<file path="config.mk">
export PLATFORM = sky130hd
export DESIGN_NAME = instr_fetch_unit_flat
export DESIGN_NICKNAME = d
export VERILOG_FILES = /design/src/rtl/instr_fetch_unit_if.sv /design/src/rtl/instr_fetch_unit.sv /design/src/flat_wrapper.sv
export SDC_FILE = /design/constraint.sdc
export NUM_CORES = 1
export LEC_CHECK = 0
export BUFFER_PORTS_ARGS = -buffer_cell sky130_fd_sc_hd__clkbuf_2
export CAP_MARGIN = 30
export CORE_UTILIZATION = 25
export CTS_BUF_LIST = sky130_fd_sc_hd__clkbuf_4 sky130_fd_sc_hd__clkbuf_8
export CTS_CLUSTER_DIAMETER = 30
export DETAILED_ROUTE_END_ITERATION = 10
export GPL_TIMING_DRIVEN = 0
export SYNTH_ARGS = -nofsm -noshare
export SYNTH_HDL_FRONTEND = slang
export SYNTH_SLANG_ARGS = --single-unit
export TNS_END_PERCENT = 100
</file>
<file path="constraint.sdc">
create_clock -name clk -period 5.45 [get_ports clk]
set_clock_uncertainty 0.1 [all_clocks]
set_input_delay 1.09 -clock clk [delete_from_list [all_inputs] [get_ports clk]]
set_output_delay 1.09 -clock clk [all_outputs]
set_load 0.005 [all_outputs]
</file>
<file path="src/rtl/instr_fetch_unit_if.sv">
// Instruction bus between the fetch unit (master) and instruction memory (slave).
// Requests are issued on req & gnt; responses return in request order.
interface instr_fetch_unit_if;
    logic        ibus_req;
    logic [31:0] ibus_addr;
    logic        ibus_gnt;
    logic        ibus_rvalid;
    logic [31:0] ibus_rdata;
    logic        ibus_err;

    modport master (
        output ibus_req, ibus_addr,
        input  ibus_gnt, ibus_rvalid, ibus_rdata, ibus_err
    );

    modport slave (
        input  ibus_req, ibus_addr,
        output ibus_gnt, ibus_rvalid, ibus_rdata, ibus_err
    );
endinterface

</file>
<file path="src/rtl/instr_fetch_unit.sv">
// Instruction fetch unit: in-order bus requests, prefetch FIFO with PC tags,
// redirect flush with exact discard of stale in-flight responses.
//
//   state   | meaning
//   --------+-----------------------------------------------------------
//   ST_RUN  | fetching; requests issued while credit and discard allow
//   ST_HALT | exception entry pushed; no requests until next redirect
module instr_fetch_unit #(
    parameter logic [31:0] RESET_VECTOR = 32'h0000_0000,
    parameter int          FIFO_DEPTH   = 2,
    parameter logic [31:0] NOP_INSTR    = 32'h0000_0013
) (
    input  logic               clk,
    input  logic               rst_b,
    instr_fetch_unit_if.master ibus,
    input  logic               redirect,
    input  logic [31:0]        redirect_pc,
    output logic               out_valid,
    input  logic               out_ready,
    output logic [31:0]        out_instruction,
    output logic [31:0]        out_pc,
    output logic               out_exc_misaligned,
    output logic               out_exc_bus_err
);
    localparam int          AW      = $clog2(FIFO_DEPTH);
    localparam int          CW      = AW + 1;
    localparam logic [CW:0] DEPTH_L = FIFO_DEPTH[CW:0];

    typedef enum logic {ST_RUN, ST_HALT} state_t;

    typedef struct packed {
        logic [31:0] instr;
        logic [31:0] pc;
        logic        mis;
        logic        berr;
    } entry_t;

    state_t        state_q;
    logic [31:0]   fetch_pc_q;
    logic [CW-1:0] outst_q, outst_d;
    logic [CW-1:0] discard_q, discard_d;
    logic [CW-1:0] fifo_cnt_q, fifo_cnt_d;
    logic [AW-1:0] pcq_wr_q, pcq_rd_q;
    logic [AW-1:0] fifo_wr_q, fifo_rd_q;
    logic [31:0]   pcq_mem  [FIFO_DEPTH];
    entry_t        fifo_mem [FIFO_DEPTH];

    entry_t head, push_entry;
    logic   issue, resp_drop, resp_take, mis_push, push, pop, halt_now;

    assign head               = fifo_mem[fifo_rd_q];
    assign out_valid          = (fifo_cnt_q != '0);
    assign out_instruction    = out_valid ? head.instr : NOP_INSTR;
    assign out_pc             = out_valid ? head.pc    : 32'h0;
    assign out_exc_misaligned = out_valid & head.mis;
    assign out_exc_bus_err    = out_valid & head.berr;

    assign pop       = out_valid & out_ready;
    assign resp_drop = ibus.ibus_rvalid & (discard_q != '0);
    assign resp_take = ibus.ibus_rvalid & (discard_q == '0) & (outst_q != '0);
    assign mis_push  = (state_q == ST_RUN) & (fetch_pc_q[1:0] != 2'b00);
    assign push      = ~redirect & (resp_take | mis_push);
    assign halt_now  = (resp_take & ibus.ibus_err) | mis_push;

    // A pop in the same cycle frees a slot, so back-to-back fetch keeps 1 instr/cycle.
    assign ibus.ibus_req  = rst_b & (state_q == ST_RUN) & ~redirect & (discard_q == '0)
                          & ~mis_push
                          & (({1'b0, outst_q} + {1'b0, fifo_cnt_q} - {{CW{1'b0}}, pop}) < DEPTH_L);
    assign ibus.ibus_addr = fetch_pc_q;
    assign issue          = ibus.ibus_req & ibus.ibus_gnt;

    always_comb begin
        push_entry = '{instr: NOP_INSTR, pc: fetch_pc_q, mis: 1'b1, berr: 1'b0};
        if (resp_take) begin
            push_entry.instr = ibus.ibus_err ? NOP_INSTR : ibus.ibus_rdata;
            push_entry.pc    = pcq_mem[pcq_rd_q];
            push_entry.mis   = 1'b0;
            push_entry.berr  = ibus.ibus_err;
        end
    end

    always_comb begin
        outst_d    = outst_q + CW'(issue) - CW'(resp_take);
        discard_d  = discard_q - CW'(resp_drop);
        fifo_cnt_d = fifo_cnt_q + CW'(push) - CW'(pop);
        if (redirect) begin
            // Everything still in flight after this cycle belongs to the old stream.
            outst_d    = '0;
            discard_d  = discard_q + outst_q - CW'(resp_drop) - CW'(resp_take);
            fifo_cnt_d = '0;
        end
    end

    always_ff @(posedge clk or negedge rst_b) begin
        if (!rst_b) begin
            state_q    <= ST_RUN;
            fetch_pc_q <= RESET_VECTOR;
            outst_q    <= '0;
            discard_q  <= '0;
            fifo_cnt_q <= '0;
            pcq_wr_q   <= '0;
            pcq_rd_q   <= '0;
            fifo_wr_q  <= '0;
            fifo_rd_q  <= '0;
        end else begin
            outst_q    <= outst_d;
            discard_q  <= discard_d;
            fifo_cnt_q <= fifo_cnt_d;
            if (redirect) begin
                state_q    <= ST_RUN;
                fetch_pc_q <= redirect_pc;
                pcq_wr_q   <= '0;
                pcq_rd_q   <= '0;
                fifo_wr_q  <= '0;
                fifo_rd_q  <= '0;
            end else begin
                if (issue) begin
                    fetch_pc_q <= fetch_pc_q + 32'd4;
                    pcq_wr_q   <= pcq_wr_q + AW'(1);
                end
                if (resp_take) pcq_rd_q  <= pcq_rd_q + AW'(1);
                if (push)      fifo_wr_q <= fifo_wr_q + AW'(1);
                if (pop)       fifo_rd_q <= fifo_rd_q + AW'(1);
                case (state_q)
                    ST_RUN:  if (halt_now) state_q <= ST_HALT;
                    default: state_q <= ST_HALT;
                endcase
            end
        end
    end

    always_ff @(posedge clk) begin
        if (issue) pcq_mem[pcq_wr_q]   <= ibus.ibus_addr;
        if (push)  fifo_mem[fifo_wr_q] <= push_entry;
    end

    // A response with nothing in flight is a bus protocol violation.
    assert property (@(posedge clk) disable iff (!rst_b)
        ibus.ibus_rvalid |-> ((outst_q != '0) || (discard_q != '0)));
endmodule

</file>
<file path="src/flat_wrapper.sv">
// flat-port wrapper written by rule: the top's interface ports become plain ports
module instr_fetch_unit_flat 
#(
    parameter logic [31:0] RESET_VECTOR = 32'h0000_0000,
    parameter int          FIFO_DEPTH   = 2,
    parameter logic [31:0] NOP_INSTR    = 32'h0000_0013
)
  (clk, rst_b, redirect, redirect_pc, out_valid, out_ready, out_instruction, out_pc, out_exc_misaligned, out_exc_bus_err, ibus_ibus_req, ibus_ibus_addr, ibus_ibus_gnt, ibus_ibus_rvalid, ibus_ibus_rdata, ibus_ibus_err);
  instr_fetch_unit_if ibus_i ();
  input  logic clk;
  input  logic rst_b;
  input  logic redirect;
  input  logic [31:0] redirect_pc;
  output logic out_valid;
  input  logic out_ready;
  output logic [31:0] out_instruction;
  output logic [31:0] out_pc;
  output logic out_exc_misaligned;
  output logic out_exc_bus_err;
  output wire logic [$bits(ibus_i.ibus_req)-1:0] ibus_ibus_req;
  output wire logic [$bits(ibus_i.ibus_addr)-1:0] ibus_ibus_addr;
  input wire logic [$bits(ibus_i.ibus_gnt)-1:0] ibus_ibus_gnt;
  input wire logic [$bits(ibus_i.ibus_rvalid)-1:0] ibus_ibus_rvalid;
  input wire logic [$bits(ibus_i.ibus_rdata)-1:0] ibus_ibus_rdata;
  input wire logic [$bits(ibus_i.ibus_err)-1:0] ibus_ibus_err;
  assign ibus_ibus_req = ibus_i.ibus_req;
  assign ibus_ibus_addr = ibus_i.ibus_addr;
  assign ibus_i.ibus_gnt = ibus_ibus_gnt;
  assign ibus_i.ibus_rvalid = ibus_ibus_rvalid;
  assign ibus_i.ibus_rdata = ibus_ibus_rdata;
  assign ibus_i.ibus_err = ibus_ibus_err;
  instr_fetch_unit #(.RESET_VECTOR(RESET_VECTOR), .FIFO_DEPTH(FIFO_DEPTH), .NOP_INSTR(NOP_INSTR)) u_core (.clk(clk), .rst_b(rst_b), .ibus(ibus_i), .redirect(redirect), .redirect_pc(redirect_pc), .out_valid(out_valid), .out_ready(out_ready), .out_instruction(out_instruction), .out_pc(out_pc), .out_exc_misaligned(out_exc_misaligned), .out_exc_bus_err(out_exc_bus_err));
endmodule
</file>
==> flow_summary.ini <==
[yosys]
synth-xor-area-share_pct = 1.18
synth-compound-area-share_pct = 6.12
synthAdderAreaFrac_pct = 1.54
synth_edf_count = 196
yosys.area.top_type = edfxtp_1
syn_nets = 872
synthMostInstantiatedCell = edfxtp_1
yosysUniqueCellTypes = 41
yosysSeqAreaShare_pct = 67.1
synth-simple-area-share_pct = 11.7
synth_top_flop_cell = edfxtp_1
synth_commonest_cells = edfxtp_1, mux2i_1, nor2_1
synth_top_family_by_area = simple AND/OR/NAND/NOR gates
yosysWarnings = 0
postSynthRegisterBits = 239
syn_avg_cell_area_um2 = 13.1
muxShareOfSynthArea_pct = 9.77
mappedNetlistArea_mm2 = 0.0104
synthArstFlopShare_pct = 18.0
ys_top_cells_by_area = edfxtp_1, dfrtp_1, mux2i_1
synth_top_area_share_pct = 56.8
syn_inst = 790

[detailed_routing]
post_drt_via_cell_ratio = 4.59
routedWlPerCell_um = 18.2
drc_errors = 0
drt_iter0_markers = 483
vias = 7327
routed_wl_mm = 29.1
firstDrtPassIters = 5
postRouteAntennaNets = 0

[clock_tree]
cts_made_buffers = 53
cts.sinks = 239
clkLatencyLatePin_ns = 0.63
cts-root-buf = clkbuf_8
cts_hold_buf = 0
clkSlewWorstSetupHoldPaths_ns = 0.06
post_cts_resized = 0
clockBufferDepth = 3
htreeDepth = 2
postCtsSetupBuffers = 0
cts_tree = done

[timing]
final_max_slew_viol_count = 0
period_share_pct = 82.5
worst_slack_ns = 0.953
period_minus_slack_ns = 4.50
tightest_slew_ns = 0.866
fmax_mhz = 222
report.final.hold_viol_count = 0
slew-limit-headroom_pct = 42.3
setup_viol = 0
rsz0062_at_grt = false

[critical_path]
arrival_ns = 3.31
cp-start-kind = flip-flop
crit_type = reg2out
cp_max_fo = 7
endpoint_kind = output port
cp_data_required_time_ns = 4.26

[min_path]
hold_class = reg2reg

[pwr]
power_frac_comb_pct = 20.1
power.internal_mw = 4.09
p_sw_share_pct = 28.8
p_switching_mw = 1.65
p_leak_nw = 5.12
seqPwrFrac_pct = 38.2
peakVddDrop_mv = 0.170
power_mw = 5.74
p_per_area_mw_per_mm2 = 431
pwr-share-clk_pct = 41.6

[layout]
nFillCells = 4093
nNetsFinal = 1103
area_growth_pct = 28.5
final_layout_size_suffix_gt1_share_pct = 27.3
final_util_pct = 32.6

[placement]
post-place-ws_ns = 1.50
io_buffers = 170
gp_congestion = 0.820
place_hpwl_mm = 20.5

[floorplan]
initial_core_util_pct = 25.4
die_y_um = 206
core_mm2 = 0.0408
die_w_um = 206
io_pins = 171
die_area_mm2 = 0.0423
core.rowCount = 74

[flow_run]
cap_viol_max_count = 0

[outcome]
status = completed

[global_routing]
grtUsageTotal_pct = 13.7
grt_max_degree = 35
grt_antenna_before_repair = 2
grt_overflow_total = 0
grt_pass1_vias = 7217
grt_pass1_wl_mm = 42.7
-- layer usage --
layer	wire length, um	part of all wire [%]	up-vias	GRT usage [%]
met4	744	2.6	0	6.03
met2	13700	47	253	21.9
met3	2150	7.4	49	3.88
li1	-	-	3410	-
met1	12500	43	3615	17.2
met5	0	0	-	0
-- path summary, 6_finish.rpt --
path                                                  startpoint                               endpoint  slack [ns]  cells past startpoint
setup / recovery                  u_core.fifo_cnt_q[0]$_DFF_PN0_                          ibus_ibus_req        0.95                     10
hold reg to reg            u_core.ibus.ibus_addr[20]$_DFFE_PN0P_        u_core.pcq_mem[0][20]$_DFFE_PP_        0.40                      0
max in group asynchronous                                  rst_b         u_core.fifo_cnt_q[1]$_DFF_PN0_        4.26                      2
setup reg to reg                  u_core.fifo_cnt_q[0]$_DFF_PN0_            u_core.outst_q[0]$_DFF_PN0_        1.61                     15
hold / removal             u_core.ibus.ibus_addr[20]$_DFFE_PN0P_        u_core.pcq_mem[0][20]$_DFFE_PP_        0.40                      0
min in group asynchronous                                  rst_b  u_core.ibus.ibus_addr[29]$_DFFE_PN0P_        0.41                      1
-- cells by family after synthesis --
group                      count (synthesis)
buffers and inverters                     69
DFF                                      239
xor gates and xnor gates                  14
adders and majority gates                 11
muxes                                    101
and+or+nand+nor                          254
AOI/OAI and AO/OA                        102
-- sequential cells by signal, indices dropped and copies added, names as in the netlist --
name,flops
u_core.fifo_rd_q,1
u_core.fifo_cnt_q,2
u_core.pcq_rd_q,1
u_core.ibus.ibus_addr,32
u_core.pcq_wr_q,1
u_core.state_q,1
u_core.fifo_mem,132
u_core.pcq_mem,64
u_core.outst_q,2
u_core.fifo_wr_q,1
u_core.discard_q,2
-- placed cells by master, fill, tap and decap left out, types with 5 or more instances in the layout --
master and n:
nor2_1 81, buf_2 7, clkbuf_2 170, clkinvlp_4 7
clkbuf_1 33, edfxtp_1 196, xnor2_1 7, dfrtp_1 43
bufinv_16 10, a21oi_1 11, xor2_1 7, nand4_1 7
o311ai_0 13, clkinv_2 8, clkbuf_4 8, clkbuf_8 58
nand2_1 78, nor3_1 5, and3_1 32, nand3_1 21
buf_1 6, o211ai_1 13, ha_1 8, or4_1 7
o21ai_0 50, mux2i_1 99, inv_1 23
-- per-stage QoR --
step	cells	hold slack [ns]	area, um^2	TNS [ns]
final	1598	0.405	13300	0
after global routing	1598	0.420	13300	0
after CTS	1596	0.376	13300	0
after detailed placement	1498	0.386	12000	0
after global placement	1492	0.383	11900	-205.83
after floorplan	790	0.381	10400	0
-- critical path: stages (launching register included) --
cell and delay [ns]:
dfrtp_1 0.40, nor2_1 0.36, buf_4 0.28, inv_1 0.17
nand2_1 0.17, nor2_1 0.08, fa_1 0.50, and3b_1 0.18
and4_1 0.18, buf_2 0.21, clkbuf_2 0.15
-- power groups by stage --
stage | combinational, mW | clock, mW | sequential (mW)
CTS | 1.20 | 2.45 | 2.19
detailed placement | 1.19 | 0 | 2.23
global route | 1.30 | 2.54 | 2.21
finish | 1.16 | 2.39 | 2.20
floorplan | 0.647 | 0 | 2.20
global placement | 1.16 | 0 | 2.23
-- area by class of cell --
cell class / count / area [um^2] / area share (%)
antenna: 2 / 5.00 / 0.0375
buffer: 46 / 181 / 1.36
clock buffer: 66 / 858 / 6.44
clock inverter: 32 / 444 / 3.33
inverter: 23 / 86.3 / 0.648
multi-input combinational: 482 / 3160 / 23.7
sequential: 239 / 6960 / 52.2
tap: 532 / 666 / 4.99
timing repair buffer: 176 / 966 / 7.25
No activity file was read; power rests on OpenSTA's default activity.
